==> config.mk <==
export PLATFORM = sky130hd
export DESIGN_NAME = pulse_train_gen
export DESIGN_NICKNAME = d
export VERILOG_FILES = /design/src/rtl/pulse_gen_pkg.sv /design/src/rtl/pulse_channel.sv /design/src/rtl/pulse_train_gen.sv
export SDC_FILE = /design/constraint.sdc
export NUM_CORES = 1
export LEC_CHECK = 0
export CAP_MARGIN = 20
export CORE_UTILIZATION = 25
export CTS_CLUSTER_DIAMETER = 40
export CTS_CLUSTER_SIZE = 30
export DETAILED_ROUTE_END_ITERATION = 8
export HOLD_SLACK_MARGIN = 0.05
export PLACE_DENSITY = 0.5
export SETUP_SLACK_MARGIN = 0.4
export SYNTH_ARGS = -nofsm -noshare
export SYNTH_HDL_FRONTEND = slang
export SYNTH_SLANG_ARGS = --single-unit
==> constraint.sdc <==
create_clock -name clk -period 11.2 [get_ports clk]
set_input_delay 3.36 -clock clk [delete_from_list [all_inputs] [get_ports clk]]
set_output_delay 3.36 -clock clk [all_outputs]
set_load 0.1 [all_outputs]
==> src/rtl/pulse_gen_pkg.sv <==
// Shared types and constants for the multi-channel pulse train generator.
// Holds the per-channel state encoding, default parameters and shadow reset values.
package pulse_gen_pkg;

    typedef enum logic [1:0] {
        ST_IDLE,
        ST_DELAY,
        ST_PULSE,
        ST_DONE
    } chanState_e;

    localparam int DEF_CHANNELS = 2;
    localparam int DEF_WIDTH    = 15;
    localparam int DEF_BURST_W  = 8;

    // Values the shadows hold after reset, so a start straight out of reset is well defined.
    localparam int RST_PERIOD = 128;
    localparam int RST_WIDTH  = 1;
    localparam int RST_DELAY  = 0;
    localparam int RST_BURST  = 0;

endpackage

==> src/rtl/pulse_channel.sv <==
// One pulse channel: shadowed configuration, start delay, period/burst counting
// and registered pulse/tick outputs.
module pulse_channel
    import pulse_gen_pkg::*;
#(
    parameter int WIDTH   = DEF_WIDTH,
    parameter int BURST_W = DEF_BURST_W
) (
    input  logic               clk_i,
    input  logic               rst_i,
    input  logic               run_i,
    input  logic [WIDTH-1:0]   period_i,
    input  logic [WIDTH-1:0]   width_i,
    input  logic [WIDTH-1:0]   delay_i,
    input  logic [BURST_W-1:0] burst_i,
    output logic               pulse_o,
    output logic               tick_o,
    output logic               done_o,
    output logic               busy_o
);

    localparam logic [WIDTH-1:0]   CntOne   = WIDTH'(1);
    localparam logic [BURST_W-1:0] BurstOne = BURST_W'(1);

    chanState_e         state_q, state_d;
    logic [WIDTH-1:0]   shPeriod_q, shPeriod_d;
    logic [WIDTH-1:0]   shWidth_q, shWidth_d;
    logic [WIDTH-1:0]   shDelay_q, shDelay_d;
    logic [BURST_W-1:0] shBurst_q, shBurst_d;
    logic [WIDTH-1:0]   delayCnt_q, delayCnt_d;
    logic [WIDTH-1:0]   periodCnt_q, periodCnt_d;
    logic [BURST_W-1:0] burstCnt_q, burstCnt_d;
    logic               pulse_q, pulse_d;
    logic               tick_q, tick_d;

    logic [WIDTH-1:0]   lastCnt;
    logic               widthNz;

    // A zero period behaves as a one-cycle period, so the last count is then 0.
    assign lastCnt = (shPeriod_q == '0) ? '0 : (shPeriod_q - CntOne);
    assign widthNz = (shWidth_q != '0);

    always_ff @(posedge clk_i or posedge rst_i) begin
        if (rst_i) begin
            state_q     <= ST_IDLE;
            shPeriod_q  <= WIDTH'(RST_PERIOD);
            shWidth_q   <= WIDTH'(RST_WIDTH);
            shDelay_q   <= WIDTH'(RST_DELAY);
            shBurst_q   <= BURST_W'(RST_BURST);
            delayCnt_q  <= '0;
            periodCnt_q <= '0;
            burstCnt_q  <= '0;
            pulse_q     <= 1'b0;
            tick_q      <= 1'b0;
        end else begin
            state_q     <= state_d;
            shPeriod_q  <= shPeriod_d;
            shWidth_q   <= shWidth_d;
            shDelay_q   <= shDelay_d;
            shBurst_q   <= shBurst_d;
            delayCnt_q  <= delayCnt_d;
            periodCnt_q <= periodCnt_d;
            burstCnt_q  <= burstCnt_d;
            pulse_q     <= pulse_d;
            tick_q      <= tick_d;
        end
    end

    always_comb begin
        state_d     = state_q;
        shPeriod_d  = shPeriod_q;
        shWidth_d   = shWidth_q;
        shDelay_d   = shDelay_q;
        shBurst_d   = shBurst_q;
        delayCnt_d  = delayCnt_q;
        periodCnt_d = periodCnt_q;
        burstCnt_d  = burstCnt_q;
        pulse_d     = 1'b0;
        tick_d      = 1'b0;

        if (!run_i) begin
            // Shadows track the inputs whenever run is low, so a one-cycle drop picks up new settings.
            state_d     = ST_IDLE;
            shPeriod_d  = period_i;
            shWidth_d   = width_i;
            shDelay_d   = delay_i;
            shBurst_d   = burst_i;
            delayCnt_d  = '0;
            periodCnt_d = '0;
            burstCnt_d  = '0;
        end else begin
            unique case (state_q)
                ST_IDLE: begin
                    delayCnt_d  = '0;
                    periodCnt_d = '0;
                    burstCnt_d  = '0;
                    if (shDelay_q != '0) begin
                        state_d = ST_DELAY;
                    end else begin
                        state_d = ST_PULSE;
                        pulse_d = widthNz;
                        tick_d  = 1'b1;
                    end
                end
                ST_DELAY: begin
                    if (delayCnt_q == (shDelay_q - CntOne)) begin
                        state_d     = ST_PULSE;
                        periodCnt_d = '0;
                        pulse_d     = widthNz;
                        tick_d      = 1'b1;
                    end else begin
                        delayCnt_d = delayCnt_q + CntOne;
                    end
                end
                ST_PULSE: begin
                    if (periodCnt_q == lastCnt) begin
                        if ((shBurst_q != '0) && ((burstCnt_q + BurstOne) == shBurst_q)) begin
                            state_d    = ST_DONE;
                            burstCnt_d = burstCnt_q + BurstOne;
                        end else begin
                            periodCnt_d = '0;
                            pulse_d     = widthNz;
                            tick_d      = 1'b1;
                            if (shBurst_q != '0) begin
                                burstCnt_d = burstCnt_q + BurstOne;
                            end
                        end
                    end else begin
                        periodCnt_d = periodCnt_q + CntOne;
                        pulse_d     = ((periodCnt_q + CntOne) < shWidth_q);
                    end
                end
                ST_DONE: begin
                    state_d = ST_DONE;
                end
                default: begin
                    state_d = ST_IDLE;
                end
            endcase
        end
    end

    assign pulse_o = pulse_q;
    assign tick_o  = tick_q;
    assign done_o  = (state_q == ST_DONE);
    assign busy_o  = (state_q == ST_DELAY) || (state_q == ST_PULSE);

endmodule

==> src/rtl/pulse_train_gen.sv <==
// Multi-channel pulse train generator: one pulse_channel per channel sharing a
// common run enable, with packed configuration buses sliced per channel.
module pulse_train_gen
    import pulse_gen_pkg::*;
#(
    parameter int CHANNELS = DEF_CHANNELS,
    parameter int WIDTH    = DEF_WIDTH,
    parameter int BURST_W  = DEF_BURST_W
) (
    input  logic                        clk,
    input  logic                        rst,
    input  logic                        run,
    input  logic [CHANNELS*WIDTH-1:0]   pulse_period,
    input  logic [CHANNELS*WIDTH-1:0]   pulse_width,
    input  logic [CHANNELS*WIDTH-1:0]   pulse_delay,
    input  logic [CHANNELS*BURST_W-1:0] burst_count,
    output logic [CHANNELS-1:0]         pulse_out,
    output logic [CHANNELS-1:0]         period_tick,
    output logic [CHANNELS-1:0]         done,
    output logic                        busy
);

    logic [CHANNELS-1:0] chanBusy;

    for (genvar c = 0; c < CHANNELS; c++) begin : gChan
        pulse_channel #(
            .WIDTH   (WIDTH),
            .BURST_W (BURST_W)
        ) uChan (
            .clk_i    (clk),
            .rst_i    (rst),
            .run_i    (run),
            .period_i (pulse_period[c*WIDTH +: WIDTH]),
            .width_i  (pulse_width[c*WIDTH +: WIDTH]),
            .delay_i  (pulse_delay[c*WIDTH +: WIDTH]),
            .burst_i  (burst_count[c*BURST_W +: BURST_W]),
            .pulse_o  (pulse_out[c]),
            .tick_o   (period_tick[c]),
            .done_o   (done[c]),
            .busy_o   (chanBusy[c])
        );
    end

    assign busy = |chanBusy;

endmodule

==> results of run 1 <==
[flip-flops by register name, summed over array words and instances, names as in the netlist, 4 cells and up]
name and flops:
gChan.uChan.shDelay_q 30, gChan.uChan.delayCnt_q 30, gChan.uChan.shBurst_q 16, gChan.uChan.periodCnt_q 30, gChan.uChan.shPeriod_q 30, gChan.uChan.burstCnt_q 16, gChan.uChan.shWidth_q 30, gChan.uChan.state_q 4
[per-stage QoR]
stage / hold WS, ns / utilization [%]
finish: 0.542 / 29.9
global route: 0.555 / 29.9
CTS: 0.546 / 29.9
detailed placement: 0.522 / 28.8
global placement: 0.521 / 28.8
floorplan: 0.492 / -
[layout make-up]
class	instances	area share, %
well taps	672	5.61
flip-flops and latches	190	31.8
repair buffers	122	8.02
inverters	86	2.21
clock buffers	18	2.87
multi-input cells	994	48.7
clock inverters	14	0.827
[critical path, cell delays in order (launching register included)]
cell and delay, ns:
dfrtp_1 0.67, inv_1 0.16, ha_1 0.31, or2_2 0.30
clkdlybuf4s50_1 0.98
[layer usage]
metal / routed length, um / part of all wire [%] / vias to the layer above / global-route usage, %
met5: 0 / 0 / - / 0
met4: 308 / 0.94 / 0 / 2.73
met3: 1270 / 3.9 / 22 / 2.75
met2: 15200 / 46 / 193 / 20.2
met1: 15900 / 49 / 5066 / 18.1
li1: - / - / 5021 / -
[cell usage in the layout (no fill, tap or decap), drive strengths merged, types with 5 or more instances in the layout]
cell type      instances
o21ai                 38
a311oi                 6
clkbuf                18
dfrtp                186
xnor2                 74
o221ai                 9
o21a                   9
a21o                  16
o31ai                 10
clkinv                 5
and3                  14
or2                   11
nor4b                  9
a21oi                 48
buf                    8
ha                    48
nor4                  34
nand2                 88
o2111ai                7
a31oi                 17
o211ai                15
a41oi                  5
nor3                  35
or4                   24
nand2b                12
a32oi                  6
nand3                 56
nor2b                 11
nand4                 34
and2                   5
inv                   94
nand3b                10
mux2i                 19
xor2                  44
clkdlybuf4s50        114
nor2                  81
mux2                 116
or3                   16
a211oi                 5
[cells by family (layout without fill, tap and decap cells)]
family,after synthesis,after routing,synth area share [%]
adders and majority gates,48,48,4.74
muxes,135,135,11.8
and+or+nand+nor,455,455,19.4
xor gates and xnor gates,119,119,8.33
AOI/OAI and AO/OA,237,237,13.2
DFF,190,190,37.5
buffers and inverters,155,240,4.94
[worst max path at each step]
stage | from | to | cells after the start
final | gChan[0].uChan.state_q[0] | busy | 4
after global routing | gChan[0].uChan.state_q[0] | busy | 4
after CTS | gChan[0].uChan.state_q[0] | busy | 4
after detailed placement | run | gChan[0].uChan.periodCnt_q[11] | 5
after global placement | run | gChan[0].uChan.periodCnt_q[11] | 5
after floorplan | rst | gChan[0].uChan.burstCnt_q[0] | 1
[report_power, final]
part	total, mW	switching (mW)	internal [mW]
sequential	0.819	0.0807	0.738
clock	0.592	0.300	0.292
combinational	0.533	0.318	0.215
total	1.94	0.699	1.25
==> metrics.yaml, run 1 <==
run_status:
  status: "finished, final reports clean"
final_layout:
  fillers: 5343
  syn_to_final_growth_pct: 18.1
  fin_area_um2: 15000
  num-nets-final: 1568
  diodes: 0
  multi_input_area_um2: 7290
  final-seq-area_um2: 4760
  final_cells: 2096
  drive_above_1_share_pct: 13.3
clock_tree:
  ctsLongestPathBuffers: 2
  clkTransAtPathRegs_ns: 0.07
  postCtsSetupRepairBufs: 0
  clkSinkCount: 190
  hold_buffers: 0
  cts_tree: "yes"
  cts-resized-gates: 0
  clockRootBuffer: "clkbuf_16"
  cts_htree_levels: 4
  cts_buffers: 17
  clk_latency_ns: 0.46
power:
  p_per_area_nw_per_um2: 130
  power_mw: 1.94
  power.leakage_nw: 6.07
  ir_worst_vdd_uv: 101
place:
  place_inst: 2064
  place_area_um2: 14400
  gp_congestion: 0.810
  hpwlAfterDp_um: 24000
  io_buffers: 115
  dp_slack_ns: 4.89
timing:
  slew-limit-headroom_pct: 27.6
  fmax_ghz: 0.160
  setup_violations: 0
  finalHoldViolations: 0
  fin_setup_tns_ns: 0
  period_share_pct: 55.8
  finalClockSkew_ns: 0.0134
  rsz0062_at_grt: "no"
  worst_slack_ns: 4.95
  tightestPinTransition_ns: 1.09
  slew_violations: 0
  layout_min_cycle_time_ns: 6.25
floorplan:
  fp-row-count: 82
  die_w_um: 227
  ios: 116
  die_h_um: 227
  start_util_pct: 25.3
  die_area_um2: 51600
  coreArea_um2: 50100
synthesis:
  synth_common_cells: "186 x dfrtp_1, 116 x mux2_2, 88 x nand2_1, 86 x inv_1, 80 x nor2_1"
  synthCells: 1339
  synth_cell_types: 83
  avgSynthCellArea_um2: 9.47
  synth_fp_nets: 1496
  synth.area.top_cells: "dfrtp_1 37%, mux2_2 10%, xnor2_1 5.1%"
  synth.most_common_cell: "dfrtp_1"
  synth_ff_type: "dfrtp_1"
  yosysSeqAreaShare_pct: 37.5
  synth_edf_count: 0
  yosys.area.top_type: "dfrtp_1"
  yosysWarnings: 0
  netlist_area_um2: 12700
  synth-async-reset-ratio_pct: 100
  ys_ff_latch: 190
  yosysTopAreaCellShare_pct: 36.7
global_routing:
  grt_pass1_vias: 9810
  grt_use_total_pct: 12.9
  overflow: 0
  grt_pass1_wl_um: 52700
  grt_max_degree: 123
  grt_antenna_before_repair: 0
routing:
  drcViolationCount: 0
  wl_per_cell_um: 15.6
  vias: 10300
  first_pass_iters: 7
  viasPerCell: 4.92
  initialDrtViolationCount: 578
  ant_nets: 0
  totalWireLength_um: 32700
setup_path:
  crit_path_end_kind: "output pin"
  crit_type: "reg2out"
  critPathMaxFanout: 14
  cp_data_arrival_time_ns: 2.89
  timing.rr.start: "gChan[0].uChan.shPeriod_q[0]"
  reg2reg_slack_ns: 6.63
  r2r_end: "gChan[0].uChan.burstCnt_q[7]"
  crit_required_ns: 7.84
  rr_worst_depth: 11
  start_kind: "register"
flow_run:
  maxCapViolCount: 0
worst_hold_path:
  holdPathEnd: "gChan[0].uChan.shWidth_q[13]"
  hold-path-cell-count: 1
  hold_class: "reg2reg"
  hp-start: "gChan[0].uChan.shWidth_q[13]"
Note: power is estimated with default switching activity, not from simulation.
==> inputs of run 2 (changes only) <==
==> constraint.sdc (replaced) <==
create_clock -name clk -period 6 [get_ports clk]
set_input_delay 1.8 -clock clk [delete_from_list [all_inputs] [get_ports clk]]
set_output_delay 1.8 -clock clk [all_outputs]
set_load 0.1 [all_outputs]
==> metrics.yaml, run 2 (synthesis results as in run 1) <==
run_status:
  status: "finished, final reports clean"
final_layout:
  fillers: 5299
  layout_common_cells: "186 x dfrtp_1, 116 x mux2_2, 114 x clkdlybuf4s50_1, 88 x nand2_1, 85 x inv_1"
  drive_above_1_share_pct: 13.6
  final_cells: 2099
  num-nets-final: 1571
  syn_to_final_growth_pct: 18.9
  diodes: 0
  final_common_cell: "dfrtp_1"
clock_tree:
  clockRootBuffer: "clkbuf_16"
  clkTransAtPathRegs_ns: 0.08
  clkSinkCount: 190
  hold_buffers: 0
  cts_htree_levels: 4
  cts-resized-gates: 0
  postCtsSetupRepairBufs: 0
  cts_tree: "yes"
  ctsLongestPathBuffers: 2
  clk_latency_ns: 0.47
  cts_buffers: 17
timing:
  fin_setup_tns_ns: 0
  fmax_ghz: 0.213
  finalClockSkew_ns: 0.00983
  tightestPinTransition_ns: 1.07
  rsz0062_at_grt: "no"
  slew-limit-headroom_pct: 28.4
  layout_min_cycle_time_ns: 4.69
  slew_violations: 0
  setup_violations: 0
  period_share_pct: 78.1
  finalHoldViolations: 0
floorplan:
  die_area_um2: 51600
  fp-row-count: 82
  die_w_um: 227
  die_h_um: 227
  ios: 116
  start_util_pct: 25.3
  coreArea_um2: 50100
routing:
  viasPerCell: 4.88
  wl_per_cell_um: 15.9
  ant_nets: 0
  first_pass_iters: 5
  initialDrtViolationCount: 523
  drcViolationCount: 0
  totalWireLength_um: 33300
  vias: 10200
setup_path:
  crit_type: "reg2out"
  rr_worst_depth: 11
  cp_data_arrival_time_ns: 2.89
  timing.rr.start: "gChan[0].uChan.shPeriod_q[0]"
  reg2reg_slack_ns: 1.56
  crit_required_ns: 4.20
  start_kind: "register"
  critPathMaxFanout: 14
  crit_path_end: "busy"
  critPathLaunch: "gChan[0].uChan.state_q[0]"
  r2r_end: "gChan[0].uChan.burstCnt_q[4]"
  crit_path_end_kind: "output pin"
global_routing:
  overflow: 0
  grt_antenna_before_repair: 0
  grt_pass1_vias: 10100
  grt_use_total_pct: 13.4
  grt_max_degree: 118
  grt_pass1_wl_um: 54400
place:
  hpwlAfterDp_um: 24500
  gp_congestion: 0.827
  io_buffers: 115
  place_inst: 2067
worst_hold_path:
  hold_class: "reg2reg"
power:
  power.leakage_nw: 6.12
  p_per_area_nw_per_um2: 250
  ir_worst_vdd_uv: 205
flow_run:
  maxCapViolCount: 0
==> run 2: cell count changes in the layout (fill, tap and decap cells not counted), moves of 3 or more <==
cell       before  now
bufinv_16       0    3
inv_6           7    4
clkinv_2        0    3
clkinv_4        5    1
==> run 2: layout make-up <==
type / count / area, um2 / area share [%]
clock inverter: 14 / 179 / 1.19
inverter: 86 / 327 / 2.17
clock buffer: 18 / 439 / 2.91
sequential: 190 / 4760 / 31.6
timing repair buffer: 125 / 1240 / 8.22
multi-input combinational: 994 / 7290 / 48.4
tap: 672 / 841 / 5.58
==> run 2: worst min path at each step <==
| stage | slack, ns | cells past startpoint | startpoint | endpoint |
|---|---|---|---|---|
| after floorplan | 0.49 | 1 | gChan[1].uChan.burstCnt_q[1] | gChan[1].uChan.burstCnt_q[1] |
| after global placement | 0.52 | 1 | gChan[0].uChan.shWidth_q[5] | gChan[0].uChan.shWidth_q[5] |
| after detailed placement | 0.52 | 1 | gChan[1].uChan.shPeriod_q[0] | gChan[1].uChan.shPeriod_q[0] |
| after CTS | 0.55 | 1 | gChan[1].uChan.shWidth_q[4] | gChan[1].uChan.shWidth_q[4] |
| after global routing | 0.57 | 1 | gChan[1].uChan.shPeriod_q[0] | gChan[1].uChan.shPeriod_q[0] |
| final | 0.54 | 1 | gChan[1].uChan.shWidth_q[4] | gChan[1].uChan.shWidth_q[4] |
==> run 2: power breakdown <==
part	total (mW)	switching, mW	leakage, nW	internal [mW]
Sequential	1.53	0.148	2.40	1.38
Clock	1.24	0.563	0.305	0.676
Combinational	0.999	0.596	3.41	0.403
==> run 2: critical path: stages (launching register included) <==
cell	delay [ns]
dfrtp_1	0.66
inv_1	0.16
ha_1	0.32
or2_2	0.30
clkdlybuf4s50_1	0.97
==> run 2: per-layer routing <==
metal / GRT usage [%] / vias to the layer above / wire length, um
met5: 0 / - / 0
met4: 3.51 / 0 / 386
met3: 2.61 / 23 / 1110
met2: 22.1 / 169 / 15900
met1: 17.7 / 5013 / 16000
li1: - / 5037 / -
==> run 2: stage by stage <==
stage                     power (mW)  worst slack [ns]  hold slack [ns]  utilization (%)  cell area (um2)
final                           3.76              1.31            0.541             30.1            15100
after global routing            3.98              1.21            0.569             30.1            15100
after CTS                       3.82              1.26            0.547             30.1            15100
after detailed placement        2.56              1.55            0.525             28.9            14500
after global placement          2.55              1.64            0.523             28.9            14500
after floorplan                 2.23              1.75            0.492                -            12700
==> RTL change: new RTL, flow settings as in run 2 <==
`DEF_CHANNELS`: 2 -> 1.
--- a/src/rtl/pulse_gen_pkg.sv
+++ b/src/rtl/pulse_gen_pkg.sv
@@ -11,3 +11,3 @@
 
-    localparam int DEF_CHANNELS = 2;
+    localparam int DEF_CHANNELS = 1;
     localparam int DEF_WIDTH    = 15;
Interface: changed (7 resized); port bits go from 116 to 60. The function was not compared with the original's and may differ.
==> RTL change against run 2 <==
Critical path type unchanged. Count of clock-buffer cells in the layout decreased by 8. Hold slack better by 0.0015 ns. Final area down 50%. Sequential share of layout area fell by 0.14 points. Power shrank 50%. Area after synthesis decreased by 49%. Via count down 51%. Routed wire length decreased by 51%. Worst setup slack improved by 0.52 ns. Synthesized cell count is 51% lower. Sequential cell count is 95 lower. Global-route usage decreased by 0.40 points.
==> RTL change: results (changes against run 2) <==
stage,metric,value,unit,change
placed_design,placed wire-length estimate,11800,um,-52%
sta,Max transition margin,35.4,%,+7.0 points
placed_design,pre-CTS WS,1.94,ns,+0.396 ns
power,Peak supply drop,0.269,mV,+31%
sta,FMAX,240,MHz,+13%
clock_tree,"Clk Latency, worst-skew pair",0.36,ns,-0.11 ns
global_routing,pin count of the biggest net entering global routing,70,,-41%
synth,Synth Area in Adders,4.69,%,-0.051 points
global_routing,All-Layer GR Usage,13.0,%,-0.40 points
final_layout,layout cells sized above 1,15.9,%,+2.3 points
placed_design,Final GP Congestion,0.834,,+0.91%
synth,Syn Nets,741,,-50%
power,leakage dissipation,3.05,nW,-50%
synth,mux contribution to synthesized area,12.5,%,+0.73 points
worst_setup_path,Max Fanout on Critical Path,4,,-10
synth,xor-xnor portion of the synthesized cell area,8.28,%,-0.050 points
clock_tree,number of CTS-inserted buffers,9,,-8
synth,Compound-Gate Fraction of Synth Area,13.3,%,+0.082 points
worst_setup_path,R2R setup slack,1.88,ns,+0.32 ns
final_layout,NumNets Final,779,,-50%
routing,1st-iter DRT viols,231,,-56%
run_status,outcome,finished clean,,
routing,WL per Instance,15.8,um,-0.49%
synth,Yosys cell types,72,,-13%
routing,routed via count,5039,,-51%
RTL change: changes by cell type in the layout (fill, tap and decap cells not counted), moves of 24 or more:
cell             change
ha_1                -24
inv_1               -45
mux2_2              -54
clkdlybuf4s50_1     -56
nand2_1             -60
xnor2_1             -40
dfrtp_1             -93
nand3_1             -38
nor2_1              -41
RTL change: path summary, 6_finish.rpt:
kind | startpoint | end | cells past startpoint
min in group asynchronous | rst | gChan[0].uChan.shDelay_q[0] | 2
worst min register to register | gChan[0].uChan.shWidth_q[9] | gChan[0].uChan.shWidth_q[9] | 1
worst max register to register | gChan[0].uChan.shPeriod_q[0] | gChan[0].uChan.periodCnt_q[13] | 11
worst min-delay path | gChan[0].uChan.shWidth_q[9] | gChan[0].uChan.shWidth_q[9] | 1
max in group asynchronous | rst | gChan[0].uChan.shPeriod_q[14] | 3
worst max-delay path | gChan[0].uChan.state_q[0] | busy | 3
RTL change: final cells by class:
cell class | count | area, um^2
Tap cell | 330 | 413
Fill cell | 2657 | 17600
Timing Repair Buffer | 64 | 623
Clock buffer | 10 | 229
Inverter | 43 | 164
Multi-Input combinational cell | 486 | 3710
Sequential cell | 95 | 2380
Clock inverter | 6 | 56.3
RTL change: report_power, final:
part / total [mW] / leakage [nW] / switching, mW / internal [mW]
logic: 0.565 / 1.72 / 0.348 / 0.217
registers: 0.762 / 1.20 / 0.0722 / 0.690
clock network: 0.570 / 0.128 / 0.283 / 0.288
total: 1.90 / 3.05 / 0.703 / 1.19
RTL change: metal layers:
layer / global-route usage, % / routed length (um) / vias up
met5: 0 / 0 / -
met4: 3.82 / 219 / 0
met3: 2.55 / 572 / 13
met2: 21.0 / 7500 / 96
met1: 17.3 / 8040 / 2443
li1: - / - / 2487
